==> src/rtl/mcp_rx_deserializer_if.sv <==
// Receive-side packet handshake between the MCP deserializer (master)
// and the MCP readout logic (slave).
interface mcp_rx_deserializer_if #(
    parameter int WIDTH = 54
);
    logic             rx_valid;
    logic             rx_ready;
    logic [WIDTH-1:0] rx_data;
    logic             rx_parity_err;

    modport master (
        output rx_valid,
        output rx_data,
        output rx_parity_err,
        input  rx_ready
    );

    modport slave (
        input  rx_valid,
        input  rx_data,
        input  rx_parity_err,
        output rx_ready
    );
endinterface

==> src/rtl/mcp_rx_deserializer.sv <==
// LArPix daisy-chain return-line receiver: start/data/stop deserializer feeding a FWFT packet FIFO.
// Optional macro PARITY_CHECK_EN adds an odd-parity flag stored with each FIFO entry.
module mcp_rx_deserializer #(
    parameter int WIDTH        = 54,
    parameter int CLKS_PER_BIT = 2,
    parameter int FIFO_DEPTH   = 4,
    parameter int FIFO_BITS    = 2
) (
    input  logic                 clk2x,
    input  logic                 reset,
    input  logic                 miso,
    mcp_rx_deserializer_if.master rx_if,
    output logic                 frame_err,
    output logic                 overflow,
    output logic [7:0]           overflow_cnt,
    output logic                 busy
);
    localparam int CNT_W = $clog2(CLKS_PER_BIT);
    localparam int BIT_W = $clog2(WIDTH);
    localparam logic [CNT_W-1:0]   CNT_HALF = CNT_W'(CLKS_PER_BIT / 2 - 1);
    localparam logic [CNT_W-1:0]   CNT_LAST = CNT_W'(CLKS_PER_BIT - 1);
    localparam logic [BIT_W-1:0]   BIT_LAST = BIT_W'(WIDTH - 1);
    localparam logic [FIFO_BITS:0] FULL_CNT = (FIFO_BITS + 1)'(FIFO_DEPTH);
`ifdef PARITY_CHECK_EN
    localparam int ENTRY_W = WIDTH + 1;
`else
    localparam int ENTRY_W = WIDTH;
`endif

    typedef enum logic [2:0] {IDLE, START, DATA, STOP, BREAK} state_t;

    logic                 sync1_reg, sync2_reg, miso_s;
    state_t               state_reg;
    logic [CNT_W-1:0]     cnt_reg;
    logic [BIT_W-1:0]     bitidx_reg;
    logic [WIDTH-1:0]     shift_reg;
    logic                 push_pend_reg;
    logic [ENTRY_W-1:0]   push_word_reg;
    logic                 frame_err_reg;

    logic [ENTRY_W-1:0]   mem [FIFO_DEPTH];
    logic [FIFO_BITS-1:0] rd_ptr_reg, wr_ptr_reg, rd_next;
    logic [FIFO_BITS:0]   count_reg, count_next;
    logic [ENTRY_W-1:0]   head_reg;
    logic                 overflow_reg;
    logic [7:0]           ovf_cnt_reg;
    logic                 fifo_valid, fifo_full, do_pop, do_push, drop;

    // Both flops reset to the idle (high) line level so reset release never looks like a start bit.
    always_ff @(posedge clk2x or posedge reset) begin
        if (reset) begin
            sync1_reg <= 1'b1;
            sync2_reg <= 1'b1;
        end else begin
            sync1_reg <= miso;
            sync2_reg <= sync1_reg;
        end
    end
    assign miso_s = sync2_reg;

    always_ff @(posedge clk2x or posedge reset) begin
        if (reset) begin
            state_reg     <= IDLE;
            cnt_reg       <= '0;
            bitidx_reg    <= '0;
            shift_reg     <= '0;
            push_pend_reg <= 1'b0;
            push_word_reg <= '0;
            frame_err_reg <= 1'b0;
        end else begin
            push_pend_reg <= 1'b0;
            frame_err_reg <= 1'b0;
            case (state_reg)
                IDLE: begin
                    if (!miso_s) begin
                        state_reg <= START;
                        cnt_reg   <= '0;
                    end
                end
                START: begin
                    if (cnt_reg == CNT_HALF) begin
                        cnt_reg    <= '0;
                        bitidx_reg <= '0;
                        state_reg  <= miso_s ? IDLE : DATA;
                    end else begin
                        cnt_reg <= cnt_reg + CNT_W'(1);
                    end
                end
                DATA: begin
                    if (cnt_reg == CNT_LAST) begin
                        cnt_reg   <= '0;
                        shift_reg <= {miso_s, shift_reg[WIDTH-1:1]};
                        if (bitidx_reg == BIT_LAST) begin
                            state_reg <= STOP;
                        end else begin
                            bitidx_reg <= bitidx_reg + BIT_W'(1);
                        end
                    end else begin
                        cnt_reg <= cnt_reg + CNT_W'(1);
                    end
                end
                STOP: begin
                    if (cnt_reg == CNT_LAST) begin
                        cnt_reg <= '0;
                        if (miso_s) begin
                            push_pend_reg <= 1'b1;
`ifdef PARITY_CHECK_EN
                            push_word_reg <= {~^shift_reg, shift_reg};
`else
                            push_word_reg <= shift_reg;
`endif
                            state_reg <= IDLE;
                        end else begin
                            frame_err_reg <= 1'b1;
                            state_reg     <= BREAK;
                        end
                    end else begin
                        cnt_reg <= cnt_reg + CNT_W'(1);
                    end
                end
                BREAK: begin
                    if (miso_s) begin
                        state_reg <= IDLE;
                    end
                end
                default: state_reg <= IDLE;
            endcase
        end
    end

    always_comb begin
        fifo_valid = (count_reg != '0);
        fifo_full  = (count_reg == FULL_CNT);
        do_pop     = fifo_valid & rx_if.rx_ready;
        do_push    = push_pend_reg & (~fifo_full | do_pop);
        drop       = push_pend_reg & fifo_full & ~do_pop;
        rd_next    = rd_ptr_reg + FIFO_BITS'(do_pop);
        count_next = count_reg + (FIFO_BITS + 1)'(do_push) - (FIFO_BITS + 1)'(do_pop);
    end

    always_ff @(posedge clk2x) begin
        if (do_push) begin
            mem[wr_ptr_reg] <= push_word_reg;
        end
    end

    // The head register mirrors the next head entry; it bypasses the array when the
    // entry being written this cycle becomes the head, and holds when the FIFO drains.
    always_ff @(posedge clk2x or posedge reset) begin
        if (reset) begin
            rd_ptr_reg   <= '0;
            wr_ptr_reg   <= '0;
            count_reg    <= '0;
            head_reg     <= '0;
            overflow_reg <= 1'b0;
            ovf_cnt_reg  <= '0;
        end else begin
            overflow_reg <= drop;
            if (drop && ovf_cnt_reg != 8'hFF) begin
                ovf_cnt_reg <= ovf_cnt_reg + 8'd1;
            end
            if (do_push) begin
                wr_ptr_reg <= wr_ptr_reg + FIFO_BITS'(1);
            end
            rd_ptr_reg <= rd_next;
            count_reg  <= count_next;
            if (count_next != '0) begin
                head_reg <= (do_push && wr_ptr_reg == rd_next) ? push_word_reg : mem[rd_next];
            end
        end
    end

    assign rx_if.rx_valid = fifo_valid;
    assign rx_if.rx_data  = head_reg[WIDTH-1:0];
`ifdef PARITY_CHECK_EN
    assign rx_if.rx_parity_err = head_reg[WIDTH];
`else
    assign rx_if.rx_parity_err = 1'b0;
`endif
    assign frame_err    = frame_err_reg;
    assign overflow     = overflow_reg;
    assign overflow_cnt = ovf_cnt_reg;
    assign busy         = (state_reg != IDLE);
endmodule

==> src/flat_wrapper.sv <==
// flat-port wrapper written by rule: the top's interface ports become plain ports
module mcp_rx_deserializer_flat 
#(
    parameter int WIDTH        = 54,
    parameter int CLKS_PER_BIT = 2,
    parameter int FIFO_DEPTH   = 4,
    parameter int FIFO_BITS    = 2
)
  (clk2x, reset, miso, frame_err, overflow, overflow_cnt, busy, rx_if_rx_valid, rx_if_rx_data, rx_if_rx_parity_err, rx_if_rx_ready);
  mcp_rx_deserializer_if #(.WIDTH(WIDTH)) rx_if_i ();
  input  logic clk2x;
  input  logic reset;
  input  logic miso;
  output logic frame_err;
  output logic overflow;
  output logic [7:0] overflow_cnt;
  output logic busy;
  output wire logic [$bits(rx_if_i.rx_valid)-1:0] rx_if_rx_valid;
  output wire logic [$bits(rx_if_i.rx_data)-1:0] rx_if_rx_data;
  output wire logic [$bits(rx_if_i.rx_parity_err)-1:0] rx_if_rx_parity_err;
  input wire logic [$bits(rx_if_i.rx_ready)-1:0] rx_if_rx_ready;
  assign rx_if_rx_valid = rx_if_i.rx_valid;
  assign rx_if_rx_data = rx_if_i.rx_data;
  assign rx_if_rx_parity_err = rx_if_i.rx_parity_err;
  assign rx_if_i.rx_ready = rx_if_rx_ready;
  mcp_rx_deserializer #(.WIDTH(WIDTH), .CLKS_PER_BIT(CLKS_PER_BIT), .FIFO_DEPTH(FIFO_DEPTH), .FIFO_BITS(FIFO_BITS)) u_core (.clk2x(clk2x), .reset(reset), .miso(miso), .rx_if(rx_if_i), .frame_err(frame_err), .overflow(overflow), .overflow_cnt(overflow_cnt), .busy(busy));
endmodule
==> config.mk <==
export PLATFORM = sky130hd
export DESIGN_NAME = mcp_rx_deserializer_flat
export DESIGN_NICKNAME = d
export VERILOG_FILES = /design/src/rtl/mcp_rx_deserializer_if.sv /design/src/rtl/mcp_rx_deserializer.sv /design/src/flat_wrapper.sv
export SDC_FILE = /design/constraint.sdc
export NUM_CORES = 1
export LEC_CHECK = 0
export ABC_AREA = 1
export CORE_MARGIN = 4
export CORE_UTILIZATION = 32
export DETAILED_ROUTE_END_ITERATION = 7
export MAX_ROUTING_LAYER = met4
export SLEW_MARGIN = 20
export SYNTH_ARGS = -nofsm -noshare
export SYNTH_HDL_FRONTEND = slang
export SYNTH_SLANG_ARGS = --single-unit
==> constraint.sdc <==
create_clock -name clk2x -period 8 [get_ports clk2x]
set_input_delay 2.4 -clock clk2x [delete_from_list [all_inputs] [get_ports clk2x]]
set_output_delay 2.4 -clock clk2x [all_outputs]
set_load 0.02 [all_outputs]
==> results by group <==
Run status
  – Status: complete, no violations

Timing
  – Final setup margin: around 2.2 ns
  – Fin. max-slew vios: 0
  – Final setup fails: 0
  – Fin Hold WS: 0.356 ns
  – Rel. slew slack: 28.2%
  – Fin crit share: 72.4%
  – Worst slew pin tran: 1.08 ns
  – Fmax: 173 MHz
  – Hold Fails Final Rpt: 0
  – Tmin final: between 5 and 6 ns
  – Setup_tns: 0 ns
  – RSZ-0062 raised after global routing: no
  – Clock Skew: 0.0126 ns

Worst setup path
  – Worst path required time: 8.44 ns
  – Setup CP Type: input port to flip-flop
  – CP Max Fanout: 55
  – Crit path launch type: input port
  – Worst Path Arrival: 6.23 ns
  – Setup crit end kind: flip-flop

Layout
  – Fill cells: 5066
  – # nets final: 1713
  – Share of cells above drive strength 1: 6.00%
  – Area of the multi-input gates: 4860 um2
  – Register Area: ~11000 um2
  – Largest Register: u_core.mem
  – Final Cell Area: 19500 um2
  – Antenna Cells: 0
  – Syn-to-layout area delta: 16.2%
  – Max FFs per register: between 200 and 250

Yosys
  – Mux contribution to synthesized area: 0.0595%
  – YS warnings: 0
  – Simple-Gate Fraction of Synth Area: 20.2%
  – Flops & latches, synth: between 400 and 500
  – Main combinational cell family by area after synthesis: simple AND/OR/NAND/NOR gates
  – Synth Flop Type: edfxtp_1
  – Post-synth EDFFs: 216
  – XOR/XNOR Fraction of Synth Area: 0.469%
  – Syn Std Cell Area: approximately 17000 um2
  – Syn_nets: between 1.5k and 2k
  – Top post-synthesis cells by area: edfxtp_1 39%, dfrtp_1 28%, nand2_1 8.7%
  – Synth cell types: 34
  – Register area share after synthesis: around two thirds
  – Async SR Flop Fraction: 47.1%
  – Synth Area in Compound Gates: 6.97%
  – Post-Synthesis Mean Instance Area: 10.1 um2
  – Synth Area in Adders: less than 1%
  – Biggest area consumer among synthesized cells: edfxtp_1
  – Syn Inst Count: 1660
  – Post-synth top area share: between 30 and 40%

Placed design
  – DP Wirelength: 21.6 mm
  – Port Buf Inserts: 69
  – Placed cell area: ~18000 um2
  – RD Place Congestion: 0.747
  – Place WS: 1.62 ns

Global route
  – Pin count of the biggest net entering global routing: 97
  – Met1 usage: 20.0%
  – Total congestion overflow: 0
  – Global-route wire length before repair: around 66 mm
  – Met2 Use GR: 24.0%
  – Vias in the first global route: around 12k
  – Initial antenna violation count: 0
  – GR Util All Layers: 15.1%
  – Met3 usage in global routing: 3.17%
  – Grt peak-use layer: met2

Floorplan
  – Full die area: 56300 um2
  – # IOs: 71
  – Initial Utilization: 32.5%
  – Core area: roughly 52000 um2
  – Num rows: between 80 and 90
  – Die height: 237 um
  – Die Wd: 237 um

Detailed routing
  – DRC: 0
  – DRT Wirelength: 42.0 mm
  – DR vias: 11.8k
  – Routed len/inst: 17.4 um
  – First DRT Iteration DRCs: 1068
  – Vias/cell: 4.89
  – ANT nets after route: 0
  – Drt pass-1 iters: 6

Clock tree
  – CTS clock-pin slew for the worst setup and hold paths: 0.06 ns
  – Sink Count: 408
  – Post-CTS sizing: 0
  – Post-CTS setup buffer count: 0
  – Cts hold-fix bufs: 0
  – CTS tree: done
  – Inserted Clock Buffers: 42
  – Max H-tree Level: 2
  – CTS root buf: clkbuf_16
  – Clock Path Buffers: 3
  – Worst skew pair latency: 0.56 ns

Hold path
  – Hold crit path type: flip-flop to flip-flop

Pwr
  – Worst vdd ir: 311 uV
  – LEAKAGE: 0.00798 uW
  – Total power: 7520 uW
  – Cell Pwr Density: 385 nW/um2

Job
  – Max cap viols: 0
synth_stat cells, drive strengths merged, types with 2 or more instances:
master / n
ha: 10
nand2: 393
a21oi: 2
edfxtp: 216
dfrtp: 190
o21ai: 226
xnor2: 4
buf: 28
nand3: 118
clkbuf: 70
nor3b: 2
nand4: 55
inv: 87
xor2: 5
nor4: 2
nor2: 241
dfstp: 2
layout by cell type (no fill, tap or decap), drive strengths merged, types with 3 or more instances in the layout:
master         synthesis  routed
clkinv                 0      12
dfrtp                190     190
buf                   28      23
clkbuf                70      62
nand3                118     118
edfxtp               216     216
ha                    10      10
nand2                393     393
clkdlybuf4s50          0      69
xor2                   5       5
o21ai                226     226
nor2                 241     241
nand4                 55      55
inv                   87      87
clkinvlp               0       3
xnor2                  4       4
final timing paths:
check / slack [ns] / cells past startpoint / endpoint / startpoint
setup / recovery: 2.20 / 13 / u_core.rx_if.rx_data[35]$_DFFE_PP0P_ / rx_if_rx_ready
hold / removal: 0.36 / 0 / u_core.miso_s$_DFF_PP1_ / u_core.sync1_reg$_DFF_PP1_
setup reg to reg: 4.01 / 13 / u_core.rx_if.rx_data[35]$_DFFE_PP0P_ / u_core.count_reg[1]$_DFF_PP0_
hold reg to reg: 0.36 / 0 / u_core.miso_s$_DFF_PP1_ / u_core.sync1_reg$_DFF_PP1_
max in group asynchronous: 4.43 / 3 / u_core.push_word_reg[20]$_DFFE_PP0P_ / reset
min in group asynchronous: 2.38 / 2 / u_core.rx_if.rx_data[51]$_DFFE_PP0P_ / reset
cell type report:
| cell class | instances | area share, % |
|---|---|---|
| inverters | 87 | 1.71 |
| clock buffers | 62 | 6.34 |
| clock inverters | 16 | 0.518 |
| repair buffers | 92 | 4.42 |
| multi-input cells | 1067 | 24.9 |
| flip-flops and latches | 408 | 57.8 |
| well taps | 680 | 4.35 |
metal layers:
layer	up-vias	share of wire (%)
met5	-	0
met4	0	1.8
met3	56	6.5
met2	333	47
met1	5777	45
li1	5636	-
critical path, stage by stage:
cell,delay [ns]
clkdlybuf4s50_1,0.49
a21boi_0,0.37
ha_4,0.44
inv_2,0.50
nand2_1,0.12
nand2_1,0.09
nand3_2,0.07
buf_4,0.36
nor2_4,0.69
buf_4,0.38
nand2_1,0.08
nand3_1,0.11
nand2_1,0.07
power breakdown:
group          internal, uW  switching [uW]
Sequential             2460             172
Clock                  1100             793
Combinational           931            2060
Total                  4490            3030
logic make-up after synthesis:
group,count (synthesis)
buffers and inverters,185
other,1
and+or+nand+nor,814
DFF,408
muxes,1
adders and majority gates,11
xor gates and xnor gates,9
AOI/OAI and AO/OA,231
through the flow:
stage | util [%] | std cells
floorplan | - | 1660
global placement | 35.2 | 2334
detailed placement | 35.2 | 2334
CTS | 37.8 | 2412
global route | 37.8 | 2412
finish | 37.8 | 2412
No activity file was read; power rests on OpenSTA's default activity.
